<file path="src/rtl/fifo_halfwidth_write.sv">
// rtl/fifo_halfwidth_write.sv - half-width-write / full-width-read FIFO; optional error pulses via FIFO_HALFWIDTH_WRITE_ERR_EN
module fifo_halfwidth_write #(
  parameter int WIDTH              = 32,
  parameter int DEPTH              = 32,
  parameter int TRIGGERALMOSTFULL  = 1,
  parameter int TRIGGERALMOSTEMPTY = 1,
  parameter int HALFWORDATEND      = 0
) (
  input  logic                           clk,
  input  logic                           reset,
  input  logic [WIDTH-1:0]               datain,
  input  logic                           write,
  input  logic                           onlyWriteHalf,
  input  logic                           read,
  output logic [WIDTH-1:0]               dataout,
  output logic [$clog2(2*DEPTH+1)-1:0]   fillLevel,
  output logic                           empty,
  output logic                           valid,
  output logic                           halfPending,
  output logic                           almostEmpty,
  output logic                           full,
  output logic                           almostFull
`ifdef FIFO_HALFWIDTH_WRITE_ERR_EN
  ,
  output logic                           overflow,
  output logic                           underflow
`endif
);

  localparam int HW  = WIDTH / 2;
  localparam int WPW = $clog2(2 * DEPTH);
  localparam int RPW = $clog2(DEPTH);
  localparam int FLW = $clog2(2 * DEPTH + 1);

  localparam logic [FLW-1:0] LVL_FULL    = FLW'(2 * DEPTH);
  localparam logic [FLW-1:0] LVL_FULL_M2 = FLW'(2 * DEPTH - 2);
  localparam logic [FLW-1:0] LVL_TWO     = FLW'(2);
  localparam logic [FLW-1:0] LVL_ONE     = FLW'(1);

  // Two half-width banks: even half-word slots live in lo, odd slots in hi.
  logic [HW-1:0] lo_q [DEPTH];
  logic [HW-1:0] hi_q [DEPTH];

  logic [WPW-1:0] wp_q, wp_d;   // write pointer in half-words
  logic [RPW-1:0] rp_q, rp_d;   // read pointer in full words
  logic [FLW-1:0] fill_q, fill_d;

  logic           wr_half, wr_full, rd_ok;
  logic [RPW-1:0] wp_addr, wp_addr_nx;
  logic           wp_odd;
  logic [HW-1:0]  half_sel;
  logic [FLW-1:0] free_slots;

  logic           lo_we, hi_we;
  logic [RPW-1:0] lo_addr, hi_addr;
  logic [HW-1:0]  lo_data, hi_data;

  // Acceptance uses only the pre-cycle level: reads and writes never credit each other.
  assign wr_half = write &  onlyWriteHalf & (fill_q <  LVL_FULL);
  assign wr_full = write & ~onlyWriteHalf & (fill_q <= LVL_FULL_M2);
  assign rd_ok   = read & (fill_q >= LVL_TWO);

  assign wp_addr    = wp_q[WPW-1:1];
  assign wp_odd     = wp_q[0];
  assign wp_addr_nx = wp_addr + RPW'(1);
  assign half_sel   = (HALFWORDATEND != 0) ? datain[WIDTH-1:HW] : datain[HW-1:0];

  // Steer write data to banks; an odd-aligned full write straddles into the next lo entry.
  always_comb begin
    lo_we   = 1'b0;
    hi_we   = 1'b0;
    lo_addr = wp_addr;
    hi_addr = wp_addr;
    lo_data = half_sel;
    hi_data = half_sel;
    if (!reset) begin
      if (wr_half) begin
        if (wp_odd) begin
          hi_we = 1'b1;
        end else begin
          lo_we = 1'b1;
        end
      end else if (wr_full) begin
        lo_we = 1'b1;
        hi_we = 1'b1;
        if (wp_odd) begin
          hi_data = datain[HW-1:0];
          lo_data = datain[WIDTH-1:HW];
          lo_addr = wp_addr_nx;
        end else begin
          lo_data = datain[HW-1:0];
          hi_data = datain[WIDTH-1:HW];
        end
      end
    end
  end

  // Bank storage carries no reset; validity is tracked by the pointers alone.
  always_ff @(posedge clk) begin
    if (lo_we) lo_q[lo_addr] <= lo_data;
    if (hi_we) hi_q[hi_addr] <= hi_data;
  end

  // Next-state pointers and level.
  always_comb begin
    wp_d   = wp_q;
    rp_d   = rp_q;
    fill_d = fill_q;
    if (wr_full) begin
      wp_d = wp_q + WPW'(2);
    end else if (wr_half) begin
      wp_d = wp_q + WPW'(1);
    end
    if (rd_ok) begin
      rp_d = rp_q + RPW'(1);
    end
    fill_d = fill_q - (rd_ok ? LVL_TWO : '0)
                    + (wr_full ? LVL_TWO : (wr_half ? LVL_ONE : '0));
  end

  // Pointer and level registers; reset discards any pending half-word.
  always_ff @(posedge clk) begin
    if (reset) begin
      wp_q   <= '0;
      rp_q   <= '0;
      fill_q <= '0;
    end else begin
      wp_q   <= wp_d;
      rp_q   <= rp_d;
      fill_q <= fill_d;
    end
  end

`ifdef FIFO_HALFWIDTH_WRITE_ERR_EN
  logic overflow_q, underflow_q;

  // One-cycle pulses for rejected writes and reads (read at level 1 counts as rejected).
  always_ff @(posedge clk) begin
    if (reset) begin
      overflow_q  <= 1'b0;
      underflow_q <= 1'b0;
    end else begin
      overflow_q  <= write & ~(wr_half | wr_full);
      underflow_q <= read & ~rd_ok;
    end
  end

  assign overflow  = overflow_q;
  assign underflow = underflow_q;
`endif

  assign free_slots  = LVL_FULL - fill_q;
  assign dataout     = {hi_q[rp_q], lo_q[rp_q]};
  assign fillLevel   = fill_q;
  assign empty       = (fill_q == '0);
  assign valid       = (fill_q >= LVL_TWO);
  assign halfPending = fill_q[0];
  assign full        = (fill_q == LVL_FULL);
  assign almostFull  = (int'(free_slots) <= 2 * TRIGGERALMOSTFULL);
  assign almostEmpty = (int'(fill_q >> 1) < TRIGGERALMOSTEMPTY);

endmodule
</file>
<file path="config.mk">
export PLATFORM = sky130hd
export DESIGN_NAME = fifo_halfwidth_write
export DESIGN_NICKNAME = d
export VERILOG_FILES = /design/src/rtl/fifo_halfwidth_write.sv
export SDC_FILE = /design/constraint.sdc
export NUM_CORES = 1
export LEC_CHECK = 0
export CORE_MARGIN = 2
export CORE_UTILIZATION = 50
export CTS_CLUSTER_SIZE = 30
export DETAILED_ROUTE_END_ITERATION = 8
export GPL_TIMING_DRIVEN = 0
export PLACE_DENSITY_LB_ADDON = 0.12
export SETUP_SLACK_MARGIN = 0.5
export SYNTH_ARGS = -nofsm -noshare
export SYNTH_HDL_FRONTEND = slang
export SYNTH_SLANG_ARGS = --single-unit
</file>
<file path="constraint.sdc">
create_clock -name clk -period 6.2 [get_ports clk]
set_input_delay 1.86 -clock clk [delete_from_list [all_inputs] [get_ports clk]]
set_output_delay 1.86 -clock clk [all_outputs]
set_load 0.01 [all_outputs]
</file>
==> impl_metrics.ini, run 1 <==
[outcome]
status = finished clean

[global_route]
grt_pass1_wl_um = 140000
grt_max_degree = 33
overflow = 0
grt_use_total_pct = 22.6
grt_pass1_vias = 20878
antenna_found_initial = 2

[clock_network]
ctsHoldBuffers = 0
cts_made_buffers = 103
clock_path_buffers = 3
root_buffer = clkbuf_16
cts_setup_buffers = 0
path_clk_slew_ns = 0.06
cts_tree = yes
clk_latency_ns = 0.65
htreeDepth = 3
cts_sinks = 1047

[sta]
fin_worst_skew_ns = 0.0148
relSlewSlack_pct = 1.73
final_hold_viol_count = 0
slew_violations = 0
fin_ws_ns = 0.604
fin_crit_ns = 5.60
timing.final.crit_share_pct = 90.3
setup_viol = 0
worstMarginPinSlew_ns = 1.47
max_freq_mhz = 179
rsz0062_at_grt = no

[setup_path]
worstSetupPathType = register to output port
cp_data_arrival_time_ns = 3.74
required_ns = 4.34
end_kind = output port
r2r-start = fillLevel[6]
crit_path_start_kind = register
rrSetupSlack_ns = 1.98
crit_fanout = 10

[final_layout]
instances_no_fill = 3333
synthToLayoutAreaGrowth_pct = 16.3
nNetsFinal = 2244
layout_common_cells = edfxtp_1, mux4_2, mux2i_1, clkbuf_16, clkdlybuf4s50_1
fill_cells = 5883
utilization_pct = 58.8
diodes = 0
stdcell_area_um2 = 48400
layout.cells.most_common = edfxtp_1
drive_above_1_share_pct = 28.9

[placement]
post-dp-hpwl_um = 66000
place.gp.congestion = 0.887
post_dp_cell_area_um2 = 44900
port_buffers = 81
dpl_worst_slack_ns = 0.542
dpl.cell_count = 3146

[floorplanning]
row_count = 105
die_w_um = 292
io_pins = 82
core_um2 = 82200
die_y_um = 292
start_util_pct = 50.6
die_area_um2 = 85500

[synth]
netlist_area_um2 = 41600
synth-seq-area-share_pct = 75.0
synth_cells = 1924
postSynthAreaPerCell_um2 = 21.6
synth-main-ff-cell = edfxtp_1
synth_nets = 1987
synth_edf_count = 1024
ys_async_sr_fraction_pct = 0
synth.distinct_cells = 64
ys_warn_count = 0
ys_ff_latch = 1047

[pwr]
powerDensity_nw_per_um2 = 369
peakVddDrop_uv = 233
power.leakage_nw = 14.9
finalPower_mw = 17.9

[job]
max_cap_viol_count = 0

[min_path]
worstHoldStart = rp_q[1]
min_path_type = register to register

[detailed_routing]
via_count = 20304
viasPerCell = 6.09
avgRoutedWirePerCell_um = 28.6
drtAntennaViolNets = 0
drcViolationCount = 0
drt_iter0_drc = 1832
finalWirelength_um = 95200
drtPass1Iterations = 5
metal layers:
layer / GRT usage, % / up-vias / share of wire (%)
li1: - / 8641 / -
met1: 33.9 / 10834 / 44
met2: 35.6 / 707 / 48
met3: 3.01 / 120 / 6.2
met4: 5.79 / 2 / 1.9
met5: 0 / - / 0.013
cells by family after synthesis:
group / after synthesis / share of synthesized area [%]
buffers and inverters: 129 / 1.57
muxes: 421 / 17.9
DFF: 1047 / 75.0
AOI/OAI and AO/OA: 121 / 2.38
adders and majority gates: 26 / 0.800
xor gates and xnor gates: 11 / 0.232
and+or+nand+nor: 169 / 2.09
report_power, final:
part           leakage, nW  switching, mW  internal [mW]
Combinational         3.87           1.95           1.71
Clock                 1.64           2.56           3.68
Sequential            9.39         0.0637           7.90
Total                 14.9           4.57           13.3
metrics by stage:
step | hold WS, ns | TNS, ns
4_1_cts | 0.522 | 0
6_report | 0.526 | 0
2_1_floorplan | 0.468 | 0
3_5_place_dp | 0.514 | 0
3_3_place_gp | 0.492 | -155.38
5_1_grt | 0.565 | 0
registers in the layout, summed over array words and instances, names as in the netlist, named ones only:
name	cells
hi_q	512
fillLevel	7
rp_q	5
wp_q	6
lo_q	512
synth_stat cells, types with 5 or more instances:
| master | instances | area, um^2 |
|---|---|---|
| edfxtp_1 | 1024 | 30700 |
| buf_1 | 7 | 26.3 |
| buf_4 | 27 | 203 |
| a21oi_1 | 6 | 30.0 |
| nor3b_1 | 7 | 52.6 |
| or3_1 | 5 | 31.3 |
| mux2_2 | 33 | 372 |
| nor2_1 | 57 | 214 |
| mux4_2 | 256 | 5770 |
| inv_1 | 21 | 78.8 |
| ha_1 | 25 | 313 |
| xor2_1 | 5 | 43.8 |
| nand2_1 | 22 | 82.6 |
| a31oi_1 | 6 | 37.5 |
| nand3_1 | 13 | 65.1 |
| nor3_1 | 29 | 145 |
| mux2i_1 | 132 | 1320 |
| a22o_1 | 32 | 280 |
| clkbuf_1 | 39 | 146 |
| xnor2_1 | 6 | 52.6 |
| nor2b_1 | 6 | 37.5 |
| dfxtp_1 | 23 | 460 |
| buf_2 | 28 | 140 |
| a211oi_1 | 8 | 60.1 |
| o21ai_0 | 8 | 40.0 |
| a221oi_1 | 34 | 298 |
| o21a_1 | 5 | 37.5 |
what timing repair did:
| action | in CTS | in global routing |
|---|---|---|
| gates resized for setup | 19 | 7 |
| cloned | 0 | 0 |
| setup endpoints to repair | 31 | 9 |
area by class of cell:
| type | instances | area, um^2 | area share (%) |
|---|---|---|---|
| tap | 1070 | 1340 | 2.77 |
| buffer | 105 | 591 | 1.22 |
| clock inverter | 52 | 564 | 1.17 |
| inverter | 24 | 92.6 | 0.191 |
| sequential | 1047 | 31200 | 64.5 |
| clock buffer | 135 | 2810 | 5.81 |
| timing repair buffer | 152 | 1760 | 3.65 |
| multi-input combinational | 748 | 10000 | 20.7 |
worst max-delay path: stages (launching register included):
cell	delay (ns)
dfxtp_1	0.46
buf_2	0.43
buf_2	0.39
mux4_2	0.26
mux2i_1	0.16
a22o_1	0.27
a221oi_1	0.45
clkdlybuf4s50_1	0.65
path summary, 6_finish.rpt:
check,endpoint,cells past startpoint
worst max register to register,lo_q[31][12],8
worst max-delay path,dataout[4],7
worst min register to register,rp_q[1],2
worst min-delay path,rp_q[1],2
No activity file was read; power rests on OpenSTA's default activity.
==> run 2, diff against run 1 <==
==> constraint.sdc (replaced) <==
create_clock -name clk -period 5.8 [get_ports clk]
set_input_delay 1.74 -clock clk [delete_from_list [all_inputs] [get_ports clk]]
set_output_delay 1.74 -clock clk [all_outputs]
set_load 0.01 [all_outputs]
==> impl_metrics.ini, run 2 (same netlist as run 1, synthesis figures left out) <==
[outcome]
status = finished clean

[setup_path]
crit_path_start_kind = register
worstSetupPathType = register to output port
critPathBufInv = 3
crit_chain = buf_4 -> buf_2 -> mux4_2 -> mux2i_1 -> a22o_1 -> a221oi_2 -> clkdlybuf4s50_1
crit_fanout = 10
end_kind = output port
max_stage_delay_ns = 0.63
crit_family = buffers and inverters
cp_data_arrival_time_ns = 3.53
cpMaxStageDelayCell = clkdlybuf4s50_1
required_ns = 4.06

[floorplanning]
io_pins = 82
die_y_um = 292
core_um2 = 82200
row_count = 105
die_area_um2 = 85500
die_w_um = 292
start_util_pct = 50.6

[job]
max_cap_viol_count = 0

[clock_network]
path_clk_slew_ns = 0.06
ctsHoldBuffers = 0
cts_sinks = 1047
htreeDepth = 3
clk_latency_ns = 0.65
clock_path_buffers = 3
cts_made_buffers = 103
root_buffer = clkbuf_16
cts_tree = yes

[sta]
fin_crit_ns = 5.27
setup_tns_ns = 0
max_freq_mhz = 190
worstMarginPinSlew_ns = 1.49
hold_slack_ns = 0.526
relSlewSlack_pct = 0.756
fin_worst_skew_ns = 0.0153
final_hold_viol_count = 0
timing.final.crit_share_pct = 90.8
setup_viol = 0
rsz0062_at_grt = yes
slew_violations = 0

[pwr]
powerDensity_nw_per_um2 = 395
peakVddDrop_uv = 250
power.leakage_nw = 15.0
finalPower_mw = 19.2

[final_layout]
instances_no_fill = 3333
drive_above_1_share_pct = 30.6
synthToLayoutAreaGrowth_pct = 16.7
fill_cells = 5864
layout.cells.most_common = edfxtp_1
nNetsFinal = 2244
layout_common_cells = edfxtp_1, mux4_2, mux2i_1, clkbuf_16, clkdlybuf4s50_1
diodes = 0

[global_route]
overflow = 0
grt_max_degree = 33
antenna_found_initial = 0
grt_use_total_pct = 22.6
grt_pass1_vias = 20869
grt_pass1_wl_um = 140000

[min_path]
min_path_type = register to register

[detailed_routing]
drcViolationCount = 0
drt_iter0_drc = 2024
avgRoutedWirePerCell_um = 28.6
via_count = 20311
wl_met1_um = 42500
highest_layer = met4
finalWirelength_um = 95200
dr_wl_met3_um = 5530
drtPass1Iterations = 5
dr_wl_met2_um = 45400
viasPerCell = 6.09
drtAntennaViolNets = 0

[placement]
dpl.cell_count = 3146
post-dp-hpwl_um = 66000
port_buffers = 81
place.gp.congestion = 0.887
run 2: cell types whose count changed in the layout (fill, tap and decap cells not counted), sizes merged:
cell	previous run	this run
buf	136	135
clkbuf	173	176
clkdlybuf4s15	2	0
run 2: power by group:
group | total, mW | internal [mW] | switching (mW)
clock | 6.66 | 3.93 | 2.73
combinational | 3.99 | 1.87 | 2.12
sequential | 8.52 | 8.45 | 0.0690
total | 19.2 | 14.2 | 4.92
run 2: final cells by class:
class | count | area (um^2) | share of cell area [%]
Buffer | 105 | 618 | 1.27
Inverter | 24 | 92.6 | 0.191
Timing Repair Buffer | 152 | 1760 | 3.63
Tap cell | 1070 | 1340 | 2.76
Sequential cell | 1047 | 31200 | 64.3
Clock inverter | 52 | 564 | 1.16
Clock buffer | 135 | 2810 | 5.79
Multi-Input combinational cell | 748 | 10100 | 20.9
run 2: repair_timing:
item,in CTS,in global routing
setup endpoints to repair,32,14
buffers inserted,0,0
gates resized for setup,54,18
run 2: per-layer routing:
layer  GRT usage, %  vias to the layer above
met5              0                        -
li1               -                     8633
met4           5.68                        0
met3           3.00                      125
met1           33.8                    10848
met2           35.8                      705
run 2: worst min-delay path: stages (launching register included):
cell,delay [ns]
dfxtp_1,0.33
nand2_1,0.06
a21oi_1,0.08
run 2: path summary, 6_finish.rpt:
kind | start | slack, ns | cells after the start | end
hold reg to reg | rp_q[1] | 0.53 | 2 | rp_q[1]
setup reg to reg | fillLevel[6] | 1.60 | 8 | lo_q[30][3]
setup / recovery | register | 0.53 | 7 | dataout[15]
hold / removal | rp_q[1] | 0.53 | 2 | rp_q[1]
run 2: metrics by stage:
step                      instance area (um^2)  utilization [%]  setup WS [ns]
after global placement                   43800             53.2          -1.48
after detailed placement                 44900             54.6          0.262
after floorplan                          41600                -          0.867
after global routing                     48500             59.0          0.489
after CTS                                48500             58.9          0.477
final                                    48500             59.0          0.534
==> run 3, diff against run 2 <==
--- a/config.mk
+++ b/config.mk
@@ -15,3 +15,4 @@
 export SYNTH_ARGS = -nofsm -noshare
 export SYNTH_HDL_FRONTEND = slang
 export SYNTH_SLANG_ARGS = --single-unit
+export TNS_END_PERCENT = 10
==> impl_metrics.ini, run 3 (same netlist as run 1, synthesis figures left out) <==
[pwr]
finalPower_mw = 19.1
combPwrFrac_pct = 20.6
powerDensity_nw_per_um2 = 395
peakVddDrop_uv = 250
p_clk_share_pct = 34.8
power.leakage_nw = 15.0
seq_power_share_pct = 44.5
power_switching_mw = 4.90
p_sw_share_pct = 25.6
internal_power_mw = 14.2

[setup_path]
cp_data_arrival_time_ns = 3.58
crit_path_start_kind = register
r2r-start = fillLevel[6]
rr_worst_depth = 8
worstSetupPathType = register to output port
end_kind = output port
crit_fanout = 10
r2r_end = lo_q[31][12]
required_ns = 4.06
rrSetupSlack_ns = 1.57

[detailed_routing]
drcViolationCount = 0
drt_iter0_drc = 2043
finalWirelength_um = 95300
via_count = 20299
drtAntennaViolNets = 0
viasPerCell = 6.09
avgRoutedWirePerCell_um = 28.6
drtPass1Iterations = 5

[placement]
port_buffers = 81
post_dp_cell_area_um2 = 44900
place.gp.congestion = 0.887
post-dp-hpwl_um = 66000

[global_route]
grt_pass1_vias = 20859
grt_pass1_wl_um = 140000
grt_max_degree = 33
grt_use_total_pct = 22.6
overflow = 0
antenna_found_initial = 0

[final_layout]
nNetsFinal = 2244
synthToLayoutAreaGrowth_pct = 16.5
stdcell_area_um2 = 48500
diodes = 0
layout_common_cells = edfxtp_1, mux4_2, mux2i_1, clkbuf_16, clkdlybuf4s50_1
layout.cells.most_common = edfxtp_1
drive_above_1_share_pct = 29.8

[floorplanning]
core_um2 = 82200
start_util_pct = 50.6
io_pins = 82
die_area_um2 = 85500
die_w_um = 292
row_count = 105
die_y_um = 292

[clock_network]
cts_tree = yes
cts_made_buffers = 103
clock_path_buffers = 3
htreeDepth = 3
clk_latency_ns = 0.65
root_buffer = clkbuf_16
cts_setup_buffers = 0
cts_sinks = 1047
path_clk_slew_ns = 0.06

[sta]
rsz0062_at_grt = yes
fin_crit_ns = 5.32
max_freq_mhz = 188
worstMarginPinSlew_ns = 1.46
slew_violations = 0
relSlewSlack_pct = 2.48
timing.final.crit_share_pct = 91.7
setup_viol = 0
final_hold_viol_count = 0
fin_worst_skew_ns = 0.0184

[min_path]
min_path_type = register to register
worstHoldStart = rp_q[1]
hold_end = rp_q[1]
hold_depth = 2

[job]
max_cap_viol_count = 0

[outcome]
status = finished clean
run 3: timing repair:
| item | in CTS | in global routing |
|---|---|---|
| resized for setup | 39 | 15 |
| hold buffers | 0 | 0 |
| endpoints found under the setup margin | 32 | 27 |
run 3: power by group through the flow:
| stage | Clock [mW] | Sequential (mW) | Combinational, mW |
|---|---|---|---|
| finish | 6.66 | 8.52 | 3.94 |
| detailed placement | 0 | 8.67 | 3.94 |
| global route | 7.05 | 8.52 | 4.23 |
| CTS | 6.78 | 8.51 | 3.99 |
| global placement | 0 | 8.67 | 3.86 |
| floorplan | 0 | 8.66 | 2.60 |
run 3: worst max-delay path by stage:
stage | start | to | cells after the start
final | register | dataout[25] | 7
after global routing | register | dataout[0] | 7
after CTS | register | dataout[30] | 6
after detailed placement | reset | lo_q[29][5] | 7
after global placement | reset | lo_q[9][8] | 6
after floorplan | reset | lo_q[9][0] | 5
run 3: through the flow:
stage          hold WS, ns  setup TNS, ns  std cells  util [%]  worst slack (ns)
5_1_grt              0.565              0       3333      58.9             0.430
3_5_place_dp         0.514              0       3146      54.6             0.262
4_1_cts              0.522              0       3333      58.9             0.397
3_3_place_gp         0.492        -270.51       3075      53.2             -1.48
6_report             0.526              0       3333      58.9             0.479
2_1_floorplan        0.468              0       1924         -             0.867
run 3: layout make-up:
| class | instances | area, um^2 |
|---|---|---|
| Tap cell | 1070 | 1340 |
| Clock inverter | 52 | 564 |
| Clock buffer | 135 | 2810 |
| Timing Repair Buffer | 152 | 1760 |
| Inverter | 24 | 92.6 |
| Sequential cell | 1047 | 31200 |
| Multi-Input combinational cell | 748 | 10100 |
| Fill cell | 5871 | 33800 |
| Buffer | 105 | 608 |
run 3: per-layer routing:
| layer | vias to the layer above | wire length [um] | GRT usage (%) |
|---|---|---|---|
| met1 | 10803 | 42300 | 33.9 |
| met5 | - | 0 | 0 |
| li1 | 8640 | - | - |
| met4 | 0 | 1850 | 5.73 |
| met3 | 123 | 5890 | 3.00 |
| met2 | 733 | 45200 | 35.7 |
run 3: critical path, stage by stage, from the launching register on:
cell	delay (ns)
dfxtp_1	0.49
buf_4	0.27
buf_2	0.33
mux4_2	0.25
mux2i_1	0.15
a22o_1	0.26
a221oi_1	0.50
clkdlybuf4s50_1	0.66
